$ cat src/rtl/alu_exec.sv
// Multi-cycle RV32I execution ALU. Logic, add/sub and compares finish in one
// cycle; shifts walk one bit position per cycle so no barrel shifter is built.
// One operation in flight at a time, valid/ready on both sides.
module alu_exec #(
    parameter int XLEN = 32,
    parameter int SHW  = 5
) (
    input  logic            clk,
    input  logic            rst,
    input  logic            in_valid,
    output logic            in_ready,
    input  logic [4:0]      alu_ctrl,
    input  logic [XLEN-1:0] op_a,
    input  logic [XLEN-1:0] op_b,
    output logic            out_valid,
    input  logic            out_ready,
    output logic [XLEN-1:0] result,
    output logic            zero,
    output logic            illegal
);

    localparam logic [4:0] OP_ADD  = 5'b00000;
    localparam logic [4:0] OP_SUB  = 5'b10000;
    localparam logic [4:0] OP_AND  = 5'b00001;
    localparam logic [4:0] OP_OR   = 5'b00010;
    localparam logic [4:0] OP_XOR  = 5'b00011;
    localparam logic [4:0] OP_SLL  = 5'b00100;
    localparam logic [4:0] OP_SRL  = 5'b00101;
    localparam logic [4:0] OP_SRA  = 5'b00110;
    localparam logic [4:0] OP_SLT  = 5'b10111;
    localparam logic [4:0] OP_SLTU = 5'b11000;

    typedef enum logic [1:0] {
        S_IDLE  = 2'd0,
        S_SHIFT = 2'd1,
        S_DONE  = 2'd2
    } state_t;

    state_t          state_reg, state_next;
    logic [4:0]      ctrl_reg, ctrl_next;
    logic [XLEN-1:0] shreg_reg, shreg_next;
    logic [SHW-1:0]  cnt_reg, cnt_next;
    logic [XLEN-1:0] result_reg, result_next;
    logic            zero_reg, zero_next;
    logic            illegal_reg, illegal_next;

    // Single-cycle results, computed straight from the offered operands
    logic [XLEN-1:0] fast_res;
    logic            fast_ill;
    logic            is_shift;
    logic [SHW-1:0]  sh_amt;

    assign sh_amt = op_b[SHW-1:0];

    // Decode and evaluate every one-cycle operation
    always_comb begin
        fast_res = '0;
        fast_ill = 1'b0;
        is_shift = 1'b0;
        case (alu_ctrl)
            OP_ADD:  fast_res = op_a + op_b;
            OP_SUB:  fast_res = op_a - op_b;
            OP_AND:  fast_res = op_a & op_b;
            OP_OR:   fast_res = op_a | op_b;
            OP_XOR:  fast_res = op_a ^ op_b;
            OP_SLL, OP_SRL, OP_SRA: begin
                // A zero-length shift completes immediately with op_a unchanged
                is_shift = 1'b1;
                fast_res = op_a;
            end
            OP_SLT:  fast_res = XLEN'($signed(op_a) < $signed(op_b));
            OP_SLTU: fast_res = XLEN'(op_a < op_b);
            default: fast_ill = 1'b1;
        endcase
    end

    // One-bit shift step of the working register, left and right variants
    logic [XLEN-1:0] shl_one;
    logic [XLEN-1:0] shr_one;
    logic [XLEN-1:0] shift_step;
    logic            right_fill;

    assign right_fill = (ctrl_reg == OP_SRA) ? shreg_reg[XLEN-1] : 1'b0;

    generate
        for (genvar gi = 0; gi < XLEN; gi++) begin : g_step
            if (gi == 0) begin : g_lsb
                assign shl_one[gi] = 1'b0;
            end else begin : g_lmid
                assign shl_one[gi] = shreg_reg[gi-1];
            end
            if (gi == XLEN-1) begin : g_msb
                assign shr_one[gi] = right_fill;
            end else begin : g_rmid
                assign shr_one[gi] = shreg_reg[gi+1];
            end
        end
    endgenerate

    assign shift_step = (ctrl_reg == OP_SLL) ? shl_one : shr_one;

    // Next-state and datapath update for the IDLE/SHIFT/DONE sequence
    always_comb begin
        state_next   = state_reg;
        ctrl_next    = ctrl_reg;
        shreg_next   = shreg_reg;
        cnt_next     = cnt_reg;
        result_next  = result_reg;
        zero_next    = zero_reg;
        illegal_next = illegal_reg;
        case (state_reg)
            S_IDLE: begin
                if (in_valid) begin
                    ctrl_next = alu_ctrl;
                    if (is_shift && (sh_amt != '0)) begin
                        shreg_next   = op_a;
                        cnt_next     = sh_amt;
                        result_next  = '0;
                        zero_next    = 1'b0;
                        illegal_next = 1'b0;
                        state_next   = S_SHIFT;
                    end else begin
                        result_next  = fast_res;
                        zero_next    = (fast_res == '0);
                        illegal_next = fast_ill;
                        state_next   = S_DONE;
                    end
                end
            end
            S_SHIFT: begin
                shreg_next = shift_step;
                cnt_next   = cnt_reg - SHW'(1);
                if (cnt_reg == SHW'(1)) begin
                    result_next  = shift_step;
                    zero_next    = (shift_step == '0);
                    illegal_next = 1'b0;
                    state_next   = S_DONE;
                end
            end
            S_DONE: begin
                if (out_ready) begin
                    state_next = S_IDLE;
                end
            end
            default: state_next = S_IDLE;
        endcase
    end

    // State register; reset abandons any in-flight operation
    always_ff @(posedge clk) begin
        if (rst) begin
            state_reg <= S_IDLE;
        end else begin
            state_reg <= state_next;
        end
    end

    // Datapath registers: captured op, shift working value, counter, outputs
    always_ff @(posedge clk) begin
        if (rst) begin
            ctrl_reg    <= '0;
            shreg_reg   <= '0;
            cnt_reg     <= '0;
            result_reg  <= '0;
            zero_reg    <= 1'b0;
            illegal_reg <= 1'b0;
        end else begin
            ctrl_reg    <= ctrl_next;
            shreg_reg   <= shreg_next;
            cnt_reg     <= cnt_next;
            result_reg  <= result_next;
            zero_reg    <= zero_next;
            illegal_reg <= illegal_next;
        end
    end

    assign in_ready  = (state_reg == S_IDLE);
    assign out_valid = (state_reg == S_DONE);
    assign result    = result_reg;
    assign zero      = zero_reg;
    assign illegal   = illegal_reg;

endmodule

$ cat config.mk
export PLATFORM = sky130hd
export DESIGN_NAME = alu_exec
export DESIGN_NICKNAME = d
export VERILOG_FILES = /design/src/rtl/alu_exec.sv
export SDC_FILE = /design/constraint.sdc
export NUM_CORES = 1
export LEC_CHECK = 0
export CAP_MARGIN = 10
export CORE_ASPECT_RATIO = 0.7
export CORE_UTILIZATION = 50
export DETAILED_ROUTE_END_ITERATION = 10
export GPL_TIMING_DRIVEN = 1
export HOLD_SLACK_MARGIN = 0.02
export PLACE_DENSITY = 0.7
export SLEW_MARGIN = 30
export SYNTH_ARGS = -nofsm -noshare
export SYNTH_HDL_FRONTEND = slang
export SYNTH_SLANG_ARGS = --single-unit
$ cat constraint.sdc
create_clock -name clk -period 5.27 [get_ports clk]
set_input_delay 1.054 -clock clk [delete_from_list [all_inputs] [get_ports clk]]
set_output_delay 1.054 -clock clk [all_outputs]
set_load 0.02 [all_outputs]
# Word level (Yosys, flattened, before mapping)
# Index checks and enable logic that the tools add are counted.
dict set report op_classes {
  addsub 3
  multipliers 0
  div 0
  order_cmp 2
  eq_ne 18
  shifts 0
  n_mux 28
  bitwise 3
  reduce_logical 13
}
# operator count
set ops {}
lappend ops {{case mux 32 bit (8 select lines)} 1}
lappend ops {{2-to-1 mux 32 bit} 6}
lappend ops {{case mux 32 bit (2 select lines)} 2}
lappend ops {{zero test 32 bit} 2}
lappend ops {{less-than comparator 32 bit} 2}
lappend ops {{adder 32 bit} 1}
lappend ops {{AND 32 bit} 1}
lappend ops {{bitwise OR 32 bit} 1}
lappend ops {{subtractor 32 bit} 1}
lappend ops {{XOR 32 bit} 1}
lappend ops {{equality test 5 x 3 -> 1 bit, second input constant} 5}
lappend ops {{equality test 5 bit, second input constant} 3}
lappend ops {{equality test 5 x 1 -> 1 bit, second input constant} 2}
lappend ops {{equality test 5 x 2 -> 1 bit, second input constant} 2}
lappend ops {{2-to-1 mux 5 bit} 2}
lappend ops {{case mux 5 bit (2 select lines)} 1}
lappend ops {{OR reduction 10 bit} 1}
lappend ops {{2-to-1 mux 1 bit} 9}
lappend ops {{AND reduction 3 bit} 3}
lappend ops {{2-to-1 mux 2 bit} 4}
lappend ops {{case mux 2 bit (3 select lines)} 1}
lappend ops {{zero test 5 bit} 1}
lappend ops {{nonzero test 5 bit} 1}
lappend ops {{subtractor 5 x 1 -> 5 bit, second input constant} 1}
lappend ops {{10 further kinds} 13}
dict set report word_totals {
  ff_bits 78
  latchBits 0
  ram_bits 0
  romBits 0
  inputBits 73
  word_cells 74
  n_memories 0
}

# Logic depth before layout (Yosys ltp)
dict set report depth {
  ltp_word 7
  depth_mapped 15
  mapped_depth_nobuf 14
}

# Least setup slack after synthesis
# Ideal clock, no wire load.
dict set report synth_timing {
  path_type {input -> register}
  startpoint {input op_a[0]}
  endpoint {register zero_reg (netlist: zero)}
  arrival_ns 4.210
  t_required_ns 5.174
  slack_ns 0.965
  cell_stages 14
  n_path_buf 0
  path_cell_list {inv_1 ha_1 fa_1 o21ba_2 or4_1 a21oi_1 nor4b_1 a21oi_1 o2bb2ai_1 xor2_1 a211o_1 a21o_1 or4_1 o41ai_2}
}
dict set report synth_via {
  elab_chain_len 6
  word_cells_on_any_way 12
}
# element line
set synth_lines {}
lappend synth_lines {{from (decl)} 13} ;# input logic [XLEN-1:0] op_a,
lappend synth_lines {{subtractor 32 bit, or another cell as far along} 62} ;# OP_SUB: fast_res = op_a - op_b;
lappend synth_lines {{case mux 32 bit (8 select lines) *} 60} ;# case (alu_ctrl)
lappend synth_lines {{zero test 32 bit *} 124} ;# zero_next = (fast_res == '0);
lappend synth_lines {{2-to-1 mux 1 bit *} 115} ;# if (is_shift && (sh_amt != '0)) begin
lappend synth_lines {{2-to-1 mux 1 bit *} 113} ;# if (in_valid) begin
lappend synth_lines {{case mux 1 bit (2 select lines) *} 111} ;# case (state_reg)
lappend synth_lines {{to (signal assigned)} 172} ;# zero_reg <= zero_next;
lappend synth_lines {{to (decl)} 44} ;# logic zero_reg, zero_next;
# Mark *: on every way between the ends. The rest lies on a longest branch, timed or not. The select of a mux whose other input is x is not followed.
# A chain may end at the register's enable or synchronous reset.

# Final worst setup path
# Ends and elaborated chain as after synthesis.

==> results by group <==
Route
  • Routed vias: 11.0k
  • Wire per inst: 21.2 um
  • Iter 0 DRT Violations: 1387
  • Drt pass-1 iters: 9
  • Vias per cell: 6.42
  • Final wirelength: 36400 um
  • DRC Markers: 6
  • Routed Antenna Nets: 0

Layout
  • Antenna Cells: 0
  • Fill cells: 1665
  • Fin util: 0.641
  • Layout cells sized above 1: 0.116
  • Nets: 1664
  • Fin area: 11700 um^2
  • Post-route insts no fill: 1714
  • Layout area overhead: 24.4%

CTS
  • TritonCTS Sinks: 78
  • Skew-Pair Late Insertion Delay: 0.34 ns
  • Root Buffer: clkbuf_16
  • Cts repair resizes: 0
  • Clock Path Buffers: 2
  • CTS buffer count: 9
  • CTS tree: done
  • H-tree levels: 3
  • Post-CTS Hold Buffers: 0
  • Postcts setup bufs: 0
  • Reg clk slew, reported paths: 0.06 ns

Die
  • Die footprint: 19300 um^2
  • # IOs: 109
  • Row count: 41
  • Core area: 18200 um^2
  • Initial Util: 0.516
  • Chip width: 166 um
  • DIE HEIGHT: 117 um

Power and ir drop
  • Leakage: 5.15 nW
  • PD cells: 195 nW/um^2
  • VDD IR max: 0.156 mV
  • Final Total Pwr: 2.28 mW

Worst setup path
  • R2R cell count: 12
  • Endpoint kind of the worst setup timing path: flip-flop
  • WS Path Type: in2reg
  • Data required, critical path: 5.51 ns
  • R2R Path End: zero$_SDFFE_PP0P_
  • Reg2reg setup slack: 1.62 ns
  • CP Launch Type: input pin
  • Worst-path fanout max: 8
  • R2r startpoint: state_reg[1]$_SDFFE_PP0P_
  • Critical path startpoint: op_a[0]
  • CP Data Arrival Time: 5.33 ns

Synth
  • Mean Syn Cell Area: 7.13 um^2
  • Distinct cells, synth: 78
  • Most used flip-flop cell after synthesis: dfxtp_1
  • Dominant cell type by area after synthesis: dfxtp_1
  • Post-synth EDFFs: 0
  • Ranking of synthesized cells by area: dfxtp_1, ha_1, nor2_1
  • Post-synth top cells: nor2_1, ha_1, inv_1
  • Mapped Area: 9390 um^2
  • Top cell type's share of synthesized area: 0.166
  • Ys Warns: 0
  • Seq/Total Area, Yosys: 0.166
  • Most common cell in the netlist: nor2_1
  • Seq cells post-synth: 78
  • Ys async rst share: 0
  • Synth Instances: 1317
  • Post-Syn Nets: 1507

Min path
  • Hold endpoint: result[15]$_SDFFE_PP0P_
  • Min-delay src: result[15]$_SDFFE_PP0P_
  • Worst Hold Class: reg2reg
  • Hold Path Stages: 2

Global routing
  • Number of global-route vias before repair: 10.0k
  • All-Layer GR Usage: 0.370
  • Aggregate global routing overflow: 0
  • Initial antenna violation count: 0
  • Largest net degree at the start of global routing: 79
  • First-pass GRT wire length: 56000 um

Timing
  • Final Setup Violations: 0
  • Tightest Pin Transition: 0.951 ns
  • Count of final hold-check violations: 0
  • Max-slew violations: 0
  • Tcrit/Tclk final: 0.966
  • Normalized max-slew margin: 0.366
  • Fmax: 196 MHz
  • Min cycle time layout: 5.09 ns
  • Setup TNS: 0 ns
  • Setup Skew: 0.00672 ns
  • RSZ-0062 raised after global routing: no

Placed design
  • Cell count after placement: 1699
  • PortBufs: 108
  • Placer Congestion: 1.03
  • Dpl hpwl: 28400 um
  • Dpl cell area: 11400 um^2

Outcome
  • Failing checks: DRC
  • Status: finished, violations left

Flow run
  • Max-cap viol count: 0
==> where the power goes <==
part | switching, mW | internal (mW)
sequential | 0.0227 | 0.625
clock | 0.250 | 0.363
combinational | 0.594 | 0.422
total | 0.866 | 1.41
==> layout make-up <==
class	instances	area (um^2)	area share
Clock inverter	6	63.8	0.00546
Tap cell	236	295	0.0253
Sequential cell	78	1560	0.134
Inverter	100	375	0.0321
Multi-Input combinational cell	1050	7130	0.610
Clock buffer	9	225	0.0193
Timing Repair Buffer	235	2030	0.174
==> per-layer routing <==
layer | vias up | GRT usage | routed length, um
li1 | 5157 | - | -
met1 | 5094 | 0.506 | 16400
met2 | 649 | 0.547 | 14400
met3 | 100 | 0.109 | 4100
met4 | 0 | 0.146 | 1480
met5 | - | 0 | 0
==> worst max-delay path by stage <==
stage | endpoint | slack [ns]
final | zero$_SDFFE_PP0P_ | 0.18
after global routing | zero$_SDFFE_PP0P_ | 0.03
after CTS | zero$_SDFFE_PP0P_ | 0.12
after detailed placement | zero$_SDFFE_PP0P_ | -0.23
after global placement | zero$_SDFFE_PP0P_ | -0.12
after floorplan | zero$_SDFFE_PP0P_ | 0.96
==> metrics by stage <==
stage / hold slack (ns) / worst slack (ns)
floorplan: 0.452 / 0.965
global placement: 0.468 / -0.124
detailed placement: 0.481 / -0.233
finish: 0.490 / 0.178
CTS: 0.494 / 0.115
global route: 0.503 / 0.0260
==> critical path, stage by stage <==
cell	delay, ns
clkdlybuf4s50_1	0.58
inv_1	0.09
ha_1	0.24
fa_1	0.42
o21ba_2	0.22
or4_1	0.47
nand2_1	0.26
a21oi_1	0.10
a21oi_1	0.14
o21ai_0	0.19
nor4_1	0.35
buf_4	0.18
nand4_1	0.12
nor4bb_2	0.42
nand4_1	0.16
o41ai_2	0.33
==> cells in the final DEF (no fill, tap or decap), drive strengths merged, types with 12 or more instances in the layout <==
cell           instances
nor2                 196
buf                  128
ha                   115
clkdlybuf4s50        107
inv                  100
nand2                 84
a21oi                 84
dfxtp                 78
o21ai                 56
a221oi                51
nor3                  51
mux2i                 41
a211oi                37
nand3                 33
nor4                  26
a31oi                 14
and2                  14
o31ai                 13
a211o                 13
nor2b                 13
o211ai                12
nand4                 12
==> cells by family (layout without fill, tap and decap cells) <==
| logic type | after synthesis | in the layout | synth area share |
|---|---|---|---|
| mux | 42 | 42 | 0.0449 |
| flops | 78 | 78 | 0.166 |
| xor+xnor | 4 | 4 | 0.00373 |
| simple gates | 483 | 483 | 0.242 |
| buf+inv | 189 | 350 | 0.0782 |
| compound gates | 404 | 404 | 0.308 |
| fa+ha+maj | 117 | 117 | 0.157 |
No activity file was read; power rests on OpenSTA's default activity.
